[src/rtl/game_flow_sequencer_pkg.sv]
// Shared game-flow types for Bumpy: the state encoding seen by the drawers and the
// message-screen mux, plus a width helper for the level index.
package game_flow_pkg;

    typedef enum logic [2:0] {
        IDLE      = 3'd0,
        PLAY      = 3'd1,
        LEVEL_WON = 3'd2,
        LIFE_LOST = 3'd3,
        GAME_WON  = 3'd4,
        GAME_OVER = 3'd5
    } game_state_t;

    // Keeps the level bus at least one bit wide for single-level builds.
    function automatic int unsigned level_width(input int unsigned num_levels);
        return (num_levels > 1) ? $clog2(num_levels) : 1;
    endfunction

endpackage

[src/rtl/game_flow_sequencer_if.sv]
// Bundle between the game-flow sequencer (slave) and the rest of the game (master):
// per-pixel event flags and frame/key inputs in, state and counters out.
interface game_flow_sequencer_if #(
    parameter int unsigned NUM_LEVELS = 4
) ();
    import game_flow_pkg::*;

    localparam int unsigned LevelW = level_width(NUM_LEVELS);

    logic              startOfFrame;
    logic              start_key;
    logic              victory;
    logic              Loss;
    logic              Remove_Gift;
    game_state_t       game_state;
    logic [LevelW-1:0] level;
    logic [1:0]        lives;
    logic [2:0]        gifts_left;
    logic              gift_clear;
    logic              level_load;
    logic              freeze;

    modport master (
        output startOfFrame, start_key, victory, Loss, Remove_Gift,
        input  game_state, level, lives, gifts_left, gift_clear, level_load, freeze
    );

    modport slave (
        input  startOfFrame, start_key, victory, Loss, Remove_Gift,
        output game_state, level, lives, gifts_left, gift_clear, level_load, freeze
    );

endinterface

[src/rtl/game_flow_sequencer_frame_event_latch.sv]
// Remembers that a pixel-level event occurred during the current frame; the flag is
// handed over at startOfFrame, and an input seen on that very cycle belongs to the next frame.
module frame_event_latch (
    input  logic clk,
    input  logic resetN,
    input  logic i_sof,
    input  logic i_clr,
    input  logic i_in,
    output logic o_flag
);

    logic r_flag;

    always_ff @(posedge clk) begin
        if (!resetN) begin
            r_flag <= 1'b0;
        end else if (i_clr) begin
            r_flag <= 1'b0;
        end else if (i_sof) begin
            r_flag <= i_in;
        end else begin
            r_flag <= r_flag | i_in;
        end
    end

    assign o_flag = r_flag;

endmodule

[src/rtl/game_flow_sequencer.sv]
// Bumpy game-flow FSM: turns per-frame collision events into play / message / end states
// and owns the level, lives and remaining-gift counters.
module game_flow_sequencer
    import game_flow_pkg::*;
#(
    parameter int unsigned NUM_LEVELS      = 4,
    parameter int unsigned LIVES_INIT      = 3,
    parameter int unsigned GIFTS_PER_LEVEL = 4,
    parameter int unsigned MSG_FRAMES      = 60
) (
    input logic                  clk,
    input logic                  resetN,
    game_flow_sequencer_if.slave io_bus
);

    localparam int unsigned LevelW = level_width(NUM_LEVELS);
    localparam int unsigned MsgW   = $clog2(MSG_FRAMES + 1);

    localparam logic [2:0] S_IDLE      = IDLE;
    localparam logic [2:0] S_PLAY      = PLAY;
    localparam logic [2:0] S_LEVEL_WON = LEVEL_WON;
    localparam logic [2:0] S_LIFE_LOST = LIFE_LOST;
    localparam logic [2:0] S_GAME_WON  = GAME_WON;
    localparam logic [2:0] S_GAME_OVER = GAME_OVER;

    localparam logic [1:0]        LivesInit = 2'(LIVES_INIT);
    localparam logic [2:0]        GiftsInit = 3'(GIFTS_PER_LEVEL);
    localparam logic [LevelW-1:0] LastLevel = LevelW'(NUM_LEVELS - 1);
    localparam logic [LevelW-1:0] LevelOne  = LevelW'(1);
    localparam logic [MsgW-1:0]   MsgLast   = MsgW'(MSG_FRAMES - 1);
    localparam logic [MsgW-1:0]   MsgOne    = MsgW'(1);

    logic [2:0]        r_state, w_state_d;
    logic [LevelW-1:0] r_level, w_level_d;
    logic [1:0]        r_lives, w_lives_d;
    logic [2:0]        r_gifts, w_gifts_d;
    logic [MsgW-1:0]   r_msg,   w_msg_d;
    logic              r_load;
    logic              r_key;

    logic w_key_rise;
    logic w_enter_play;
    logic w_loss_seen, w_vic_seen, w_gift_seen;

    assign w_key_rise   = io_bus.start_key & ~r_key;
    assign w_enter_play = (w_state_d == S_PLAY) && (r_state != S_PLAY);

    frame_event_latch u_loss_latch (
        .clk    (clk),
        .resetN (resetN),
        .i_sof  (io_bus.startOfFrame),
        .i_clr  (w_enter_play),
        .i_in   (io_bus.Loss),
        .o_flag (w_loss_seen)
    );

    frame_event_latch u_vic_latch (
        .clk    (clk),
        .resetN (resetN),
        .i_sof  (io_bus.startOfFrame),
        .i_clr  (w_enter_play),
        .i_in   (io_bus.victory),
        .o_flag (w_vic_seen)
    );

    frame_event_latch u_gift_latch (
        .clk    (clk),
        .resetN (resetN),
        .i_sof  (io_bus.startOfFrame),
        .i_clr  (w_enter_play),
        .i_in   (io_bus.Remove_Gift),
        .o_flag (w_gift_seen)
    );

    always_comb begin
        w_state_d = r_state;
        w_level_d = r_level;
        w_lives_d = r_lives;
        w_gifts_d = r_gifts;
        w_msg_d   = r_msg;
        case (r_state)
            S_IDLE: begin
                if (w_key_rise) begin
                    w_level_d = '0;
                    w_lives_d = LivesInit;
                    w_gifts_d = GiftsInit;
                    w_state_d = S_PLAY;
                end
            end
            S_PLAY: begin
                // One event per frame, Loss first; a victory before the hole opens falls
                // through so a gift seen in the same frame still counts.
                if (io_bus.startOfFrame) begin
                    if (w_loss_seen) begin
                        if (r_lives <= 2'd1) begin
                            w_lives_d = 2'd0;
                            w_state_d = S_GAME_OVER;
                        end else begin
                            w_lives_d = r_lives - 2'd1;
                            w_state_d = S_LIFE_LOST;
                        end
                    end else if (w_vic_seen && (r_gifts == 3'd0)) begin
                        w_state_d = (r_level == LastLevel) ? S_GAME_WON : S_LEVEL_WON;
                    end else if (w_gift_seen && (r_gifts != 3'd0)) begin
                        w_gifts_d = r_gifts - 3'd1;
                    end
                end
            end
            S_LEVEL_WON, S_LIFE_LOST: begin
                if (io_bus.startOfFrame) begin
                    if (r_msg == MsgLast) begin
                        w_msg_d   = '0;
                        w_gifts_d = GiftsInit;
                        w_state_d = S_PLAY;
                        if (r_state == S_LEVEL_WON) begin
                            w_level_d = r_level + LevelOne;
                        end
                    end else begin
                        w_msg_d = r_msg + MsgOne;
                    end
                end
            end
            S_GAME_WON, S_GAME_OVER: begin
                if (w_key_rise) begin
                    w_state_d = S_IDLE;
                end
            end
            default: begin
                w_state_d = S_IDLE;
            end
        endcase
    end

    always_ff @(posedge clk) begin
        if (!resetN) begin
            r_state <= S_IDLE;
            r_level <= '0;
            r_lives <= LivesInit;
            r_gifts <= GiftsInit;
            r_msg   <= '0;
            r_load  <= 1'b0;
            r_key   <= 1'b0;
        end else begin
            r_state <= w_state_d;
            r_level <= w_level_d;
            r_lives <= w_lives_d;
            r_gifts <= w_gifts_d;
            r_msg   <= w_msg_d;
            r_load  <= w_enter_play;
            r_key   <= io_bus.start_key;
        end
    end

    assign io_bus.game_state = game_state_t'(r_state);
    assign io_bus.level      = r_level;
    assign io_bus.lives      = r_lives;
    assign io_bus.gifts_left = r_gifts;
    assign io_bus.gift_clear = (r_gifts == 3'd0);
    assign io_bus.level_load = r_load;
    assign io_bus.freeze     = (r_state != S_PLAY);

endmodule
[src/flat_wrapper.sv]
// flat-port wrapper written by rule: the top's interface ports become plain ports
module game_flow_sequencer_flat import game_flow_pkg::*;
#(
    parameter int unsigned NUM_LEVELS      = 4,
    parameter int unsigned LIVES_INIT      = 3,
    parameter int unsigned GIFTS_PER_LEVEL = 4,
    parameter int unsigned MSG_FRAMES      = 60
)
  (clk, resetN, io_bus_startOfFrame, io_bus_start_key, io_bus_victory, io_bus_Loss, io_bus_Remove_Gift, io_bus_game_state, io_bus_level, io_bus_lives, io_bus_gifts_left, io_bus_gift_clear, io_bus_level_load, io_bus_freeze);
  game_flow_sequencer_if #(.NUM_LEVELS(NUM_LEVELS)) io_bus_i ();
  input logic clk;
  input logic resetN;
  input wire logic [$bits(io_bus_i.startOfFrame)-1:0] io_bus_startOfFrame;
  input wire logic [$bits(io_bus_i.start_key)-1:0] io_bus_start_key;
  input wire logic [$bits(io_bus_i.victory)-1:0] io_bus_victory;
  input wire logic [$bits(io_bus_i.Loss)-1:0] io_bus_Loss;
  input wire logic [$bits(io_bus_i.Remove_Gift)-1:0] io_bus_Remove_Gift;
  output wire logic [$bits(io_bus_i.game_state)-1:0] io_bus_game_state;
  output wire logic [$bits(io_bus_i.level)-1:0] io_bus_level;
  output wire logic [$bits(io_bus_i.lives)-1:0] io_bus_lives;
  output wire logic [$bits(io_bus_i.gifts_left)-1:0] io_bus_gifts_left;
  output wire logic [$bits(io_bus_i.gift_clear)-1:0] io_bus_gift_clear;
  output wire logic [$bits(io_bus_i.level_load)-1:0] io_bus_level_load;
  output wire logic [$bits(io_bus_i.freeze)-1:0] io_bus_freeze;
  assign io_bus_i.startOfFrame = io_bus_startOfFrame;
  assign io_bus_i.start_key = io_bus_start_key;
  assign io_bus_i.victory = io_bus_victory;
  assign io_bus_i.Loss = io_bus_Loss;
  assign io_bus_i.Remove_Gift = io_bus_Remove_Gift;
  assign io_bus_game_state = io_bus_i.game_state;
  assign io_bus_level = io_bus_i.level;
  assign io_bus_lives = io_bus_i.lives;
  assign io_bus_gifts_left = io_bus_i.gifts_left;
  assign io_bus_gift_clear = io_bus_i.gift_clear;
  assign io_bus_level_load = io_bus_i.level_load;
  assign io_bus_freeze = io_bus_i.freeze;
  game_flow_sequencer #(.NUM_LEVELS(NUM_LEVELS), .LIVES_INIT(LIVES_INIT), .GIFTS_PER_LEVEL(GIFTS_PER_LEVEL), .MSG_FRAMES(MSG_FRAMES)) u_core (.clk(clk), .resetN(resetN), .io_bus(io_bus_i));
endmodule
[config.mk]
export PLATFORM = sky130hd
export DESIGN_NAME = game_flow_sequencer_flat
export DESIGN_NICKNAME = d
export VERILOG_FILES = /design/src/rtl/game_flow_sequencer_pkg.sv /design/src/rtl/game_flow_sequencer_if.sv /design/src/rtl/game_flow_sequencer_frame_event_latch.sv /design/src/rtl/game_flow_sequencer.sv /design/src/flat_wrapper.sv
export SDC_FILE = /design/constraint.sdc
export NUM_CORES = 1
export LEC_CHECK = 0
export ABC_CLOCK_PERIOD_IN_PS = 1800
export BUFFER_PORTS_ARGS = -buffer_cell sky130_fd_sc_hd__buf_2
export CAP_MARGIN = 25
export CORE_UTILIZATION = 45
export CTS_CLUSTER_SIZE = 12
export DETAILED_ROUTE_END_ITERATION = 10
export HOLD_SLACK_MARGIN = 0.02
export PLACE_DENSITY = 0.75
export SLEW_MARGIN = 20
export SYNTH_ARGS = -nofsm -noshare
export SYNTH_HDL_FRONTEND = slang
export SYNTH_HIERARCHICAL = 1
export SYNTH_SLANG_ARGS = --single-unit
[constraint.sdc]
create_clock -name clk -period 1.8 [get_ports clk]
set_input_delay 0.36 -clock clk [delete_from_list [all_inputs] [get_ports clk]]
set_output_delay 0.36 -clock clk [all_outputs]
set_load 0.02 [all_outputs]
==> Implementation_results.wiki <==
{| class="wikitable"
! Metric !! Value
|-
| Status || finished clean
|-
| Xor and xnor fraction of the mapped netlist area || 0.007692
|-
| Longest individual stage delay on the worst path || 0.42 ns
|-
| GRT overflow || 0
|-
| Num ports || 20
|-
| Fraction of registers with async set/reset || 0
|-
| Count of maximum capacitance violations || 0
|-
| Number of rows in the core area || 17
|-
| Hold Violations, Final || 0
|-
| Maximum number of pins on one net before global-route repair || 20
|-
| Basic-gate share of the synthesized area counting and, or, nand and nor cells || 0.3275
|-
| Register clock-pin slew on the reported worst setup and hold paths || 0.11 ns
|-
| Launch point of the critical path || u_core/r_msg[0]
|-
| First-pass GRT wire length || 3857 µm
|-
| Req. time, crit path || between 2 and 2.5 ns
|-
| Post-route fraction of the period consumed by the critical path || 0.9369
|-
| Port buffer count || 19
|-
| Detail Placement HPWL || 1736 µm
|-
| Overall routed net length || 2273 µm
|-
| Total track usage || 0.1912
|-
| Worst-path fanout max || 6
|-
| Kind of cell adding the most delay to the critical path || simple AND/OR/NAND/NOR gates
|-
| Adder and majority gate portion of the synthesized area || 0.04396
|-
| Number of filler cells placed in the layout || 228
|-
| Number of sinks driven by the clock tree || 21
|-
| Die footprint || 2735 µm²
|-
| Number of enable-type register cells in the synthesized netlist || 0
|-
| Count of placed standard cells including taps || between 150 and 200
|-
| Combined buffer and inverter count along the critical path || 0
|-
| Post-detailed-route via-to-cell ratio || 5.497
|-
| Layout Cell Area excl Fill || 1297 µm²
|-
| Mean Syn Cell Area || roughly 8.5 µm²
|-
| Slowest stage cell on the critical path || sky130_fd_sc_hd__or4_1
|-
| Overall die width || 52.30 µm
|-
| Pwr dens || roughly 700 nW/µm²
|-
| Final Setup Violations || 0
|-
| Layout net count || 167
|-
| Cts-stage hold buffer count || 0
|-
| Multiplexer share of the synthesized area || 0.02637
|-
| Antenna Diode Count || 0
|-
| Post-detailed-route count of antenna-violating nets || 0
|-
| Dominant combinational cell family by area after synthesis || simple AND/OR/NAND/NOR gates
|-
| Hold path startpoint || io_bus_start_key
|-
| Instance area after placement || 1267 µm²
|-
| Type of the tightest min-delay check || input pin to register
|-
| Worst EP arrival || 1.93 ns
|-
| Die extent in y || around 52 µm
|-
| Slew at the pin with the worst max-slew slack || 0.3829 ns
|-
| Number of instances resized during post-cts repair || 0
|-
| Weighted congestion at the end of routability-driven global placement || approximately 0.83
|-
| Seq/Total Area, Yosys || 0.3692
|-
| DR vias || roughly 1000
|-
| Buffer count from post-CTS setup fixing || 0
|-
| Final period demand of the worst path || 1.686 ns
|-
| Startpoint type of the worst setup path || register
|-
| Crit Path Category || register to register
|-
| Largest voltage drop on the vdd net || 529.8 µV
|-
| Area of the mapped netlist || 1139 µm²
|-
| Worst-Skew Late Latency || 0.30 ns
|-
| Share of final-layout standard cells stronger than drive strength 1 || 0.2065
|-
| Category of the worst setup path capture point || register
|-
| Pleak || 0.5459 nW
|-
| Complex-gate fraction of the synthesized area || 0.1846
|-
| Detailed-router iteration count before antenna repair || 4
|-
| TritonCTS Buffers || 3
|-
| Highest Clock Rate || 0.5930 GHz
|-
| RSZ-0062 raised after global routing || no
|-
| Initial standard-cell utilization of the core || 0.4956
|-
| Root buffer cell || sky130_fd_sc_hd__clkbuf_4
|-
| Number of nets produced by synthesis || 145
|-
| Area of the placeable core || 2297 µm²
|-
| Routed len/inst || 12.42 µm
|-
| Source of the worst register-to-register timing path || u_core/r_msg[0]
|-
| Post-Synthesis Cells || 134
|-
| Distinct cell type count of the synthesized netlist || 42
|-
| Syn. warnings || 6
|-
| Final setup TNS || 0 ns
|-
| Final Instance Count excl. Fillers || 183
|-
| Post-detailed-route DRC marker count || 0
|-
| Number of levels the H-tree was split into || 1
|-
| Area growth, synth to finish || 13.96%
|-
| Post-route clock skew || approximately 0.0016 ns
|-
| Total of flip-flops plus latches after synthesis || 21
|-
| Dominant register cell in the synthesized netlist || sky130_fd_sc_hd__dfxtp_1
|-
| Slew Limit Fails || 0
|-
| Largest buffer count on any clock path || 2
|-
| Max-Slew Margin vs Limit || 0.7432
|-
| Number of antenna violations at the first check in global routing || 0
|-
| Chain of cells forming the critical path || ha_1 -> nand2_1 -> o31a_1 -> or4_1 -> a21oi_1
|-
| Initial detailed-routing violation count || 30
|-
| TritonCTS clock tree || done
|-
| Number of global-route vias before repair || slightly below 900
|}
==> placed cells by master (no fill, tap or decap), types with 2 or more instances in the layout <==
| master | count |
|---|---|
| sky130_fd_sc_hd__a21oi_1 | 9 |
| sky130_fd_sc_hd__and2_1 | 3 |
| sky130_fd_sc_hd__buf_2 | 19 |
| sky130_fd_sc_hd__buf_4 | 2 |
| sky130_fd_sc_hd__clkbuf_4 | 3 |
| sky130_fd_sc_hd__dfxtp_1 | 21 |
| sky130_fd_sc_hd__ha_1 | 4 |
| sky130_fd_sc_hd__inv_1 | 8 |
| sky130_fd_sc_hd__mux2i_1 | 3 |
| sky130_fd_sc_hd__nand2_1 | 16 |
| sky130_fd_sc_hd__nand2b_1 | 5 |
| sky130_fd_sc_hd__nand3_1 | 6 |
| sky130_fd_sc_hd__nand3b_1 | 2 |
| sky130_fd_sc_hd__nor2_1 | 4 |
| sky130_fd_sc_hd__nor2b_1 | 6 |
| sky130_fd_sc_hd__nor3_1 | 2 |
| sky130_fd_sc_hd__nor3b_1 | 4 |
| sky130_fd_sc_hd__o211a_1 | 3 |
| sky130_fd_sc_hd__o21ai_0 | 5 |
| sky130_fd_sc_hd__o21ai_1 | 2 |
| sky130_fd_sc_hd__o31ai_1 | 2 |
| sky130_fd_sc_hd__or3_1 | 2 |
| sky130_fd_sc_hd__or4_1 | 2 |
==> state kept, by name, indices dropped and copies added, names as in the netlist <==
name                        count
u_core/io_bus.lives             2
u_core/u_gift_latch/o_flag      1
u_core/io_bus.level_load        1
u_core/r_key                    1
u_core/io_bus.level             2
u_core/io_bus.gifts_left        3
u_core/r_msg                    6
u_core/io_bus.game_state        3
u_core/u_vic_latch/o_flag       1
u_core/u_loss_latch/o_flag      1
==> layer usage <==
layer  routed length (µm)  vias to the layer above  global-route usage  part of all wire
met3                  107                        2             0.06087             0.047
met4                   12                        0             0.04386            0.0053
met1                 1154                      459              0.2713              0.51
met5                    0                        -                   0                 0
met2                 1000                       23              0.2785              0.44
li1                     -                      522                   -                 -
==> cell type report <==
cell class | count | area [µm²] | share of cell area
multi-input cells | 101 | 674.4 | 0.5198
flip-flops and latches | 21 | 420.4 | 0.3240
repair buffers | 21 | 110.1 | 0.08486
well taps | 28 | 35.03 | 0.02700
inverters | 8 | 30.03 | 0.02314
clock buffers | 3 | 22.52 | 0.01736
clock inverters | 1 | 5.005 | 0.003857
==> cells by family (layout without fill, tap and decap cells) <==
family	count (synthesis)	in the layout
AND/OR/NAND/NOR	63	63
multiplexers	3	3
buffers and inverters	12	33
adder cells (fa/ha/maj)	4	4
AO/OA/AOI/OAI	30	30
XOR/XNOR	1	1
flip-flops	21	21
==> stage by stage <==
step	setup slack (ns)	util	hold slack, ns	power (mW)
after floorplan	0.1581	-	0.4481	0.6318
after global placement	0.2160	0.5517	0.4603	0.6798
after detailed placement	0.1514	0.5517	0.4749	0.6848
after CTS	0.09456	0.5637	0.2657	0.9105
after global routing	0.006715	0.5648	0.2779	0.9433
final	0.1136	0.5648	0.2794	0.8981
==> cell usage after synthesis (2+ instances only) <==
cell / n / area share
sky130_fd_sc_hd__clkbuf_1: 3 / 0.0099
sky130_fd_sc_hd__nor2b_1: 6 / 0.033
sky130_fd_sc_hd__nand3_1: 6 / 0.026
sky130_fd_sc_hd__nand2b_1: 5 / 0.027
sky130_fd_sc_hd__nor3_1: 2 / 0.0088
sky130_fd_sc_hd__or3_1: 2 / 0.011
sky130_fd_sc_hd__ha_1: 4 / 0.044
sky130_fd_sc_hd__nor2_1: 5 / 0.016
sky130_fd_sc_hd__o21ai_1: 2 / 0.0088
sky130_fd_sc_hd__nor3b_1: 4 / 0.026
sky130_fd_sc_hd__nand2_1: 16 / 0.053
sky130_fd_sc_hd__o211a_1: 3 / 0.026
sky130_fd_sc_hd__o31ai_1: 2 / 0.013
sky130_fd_sc_hd__dfxtp_1: 21 / 0.37
sky130_fd_sc_hd__inv_1: 8 / 0.026
sky130_fd_sc_hd__o21ai_0: 5 / 0.022
sky130_fd_sc_hd__mux2i_1: 3 / 0.026
sky130_fd_sc_hd__and2_1: 3 / 0.016
sky130_fd_sc_hd__nand3b_1: 2 / 0.013
sky130_fd_sc_hd__a21oi_1: 9 / 0.040
sky130_fd_sc_hd__or4_1: 2 / 0.013
==> worst paths after layout <==
kind,slack (ns),cells past startpoint,end
max reg2reg,0.11,5,u_core/io_bus.gifts_left[0]
max,0.11,5,u_core/io_bus.gifts_left[0]
min,0.28,2,u_core/r_key
min reg2reg,0.49,2,u_core/io_bus.level[1]
==> power breakdown <==
part | switching (mW) | internal (mW) | leakage, nW
clock network | 0.139 | 0.0829 | 0.0177
logic | 0.0980 | 0.0716 | 0.357
registers | 0.0205 | 0.486 | 0.171
total | 0.258 | 0.640 | 0.546
Note: power is estimated with default switching activity, not from simulation.
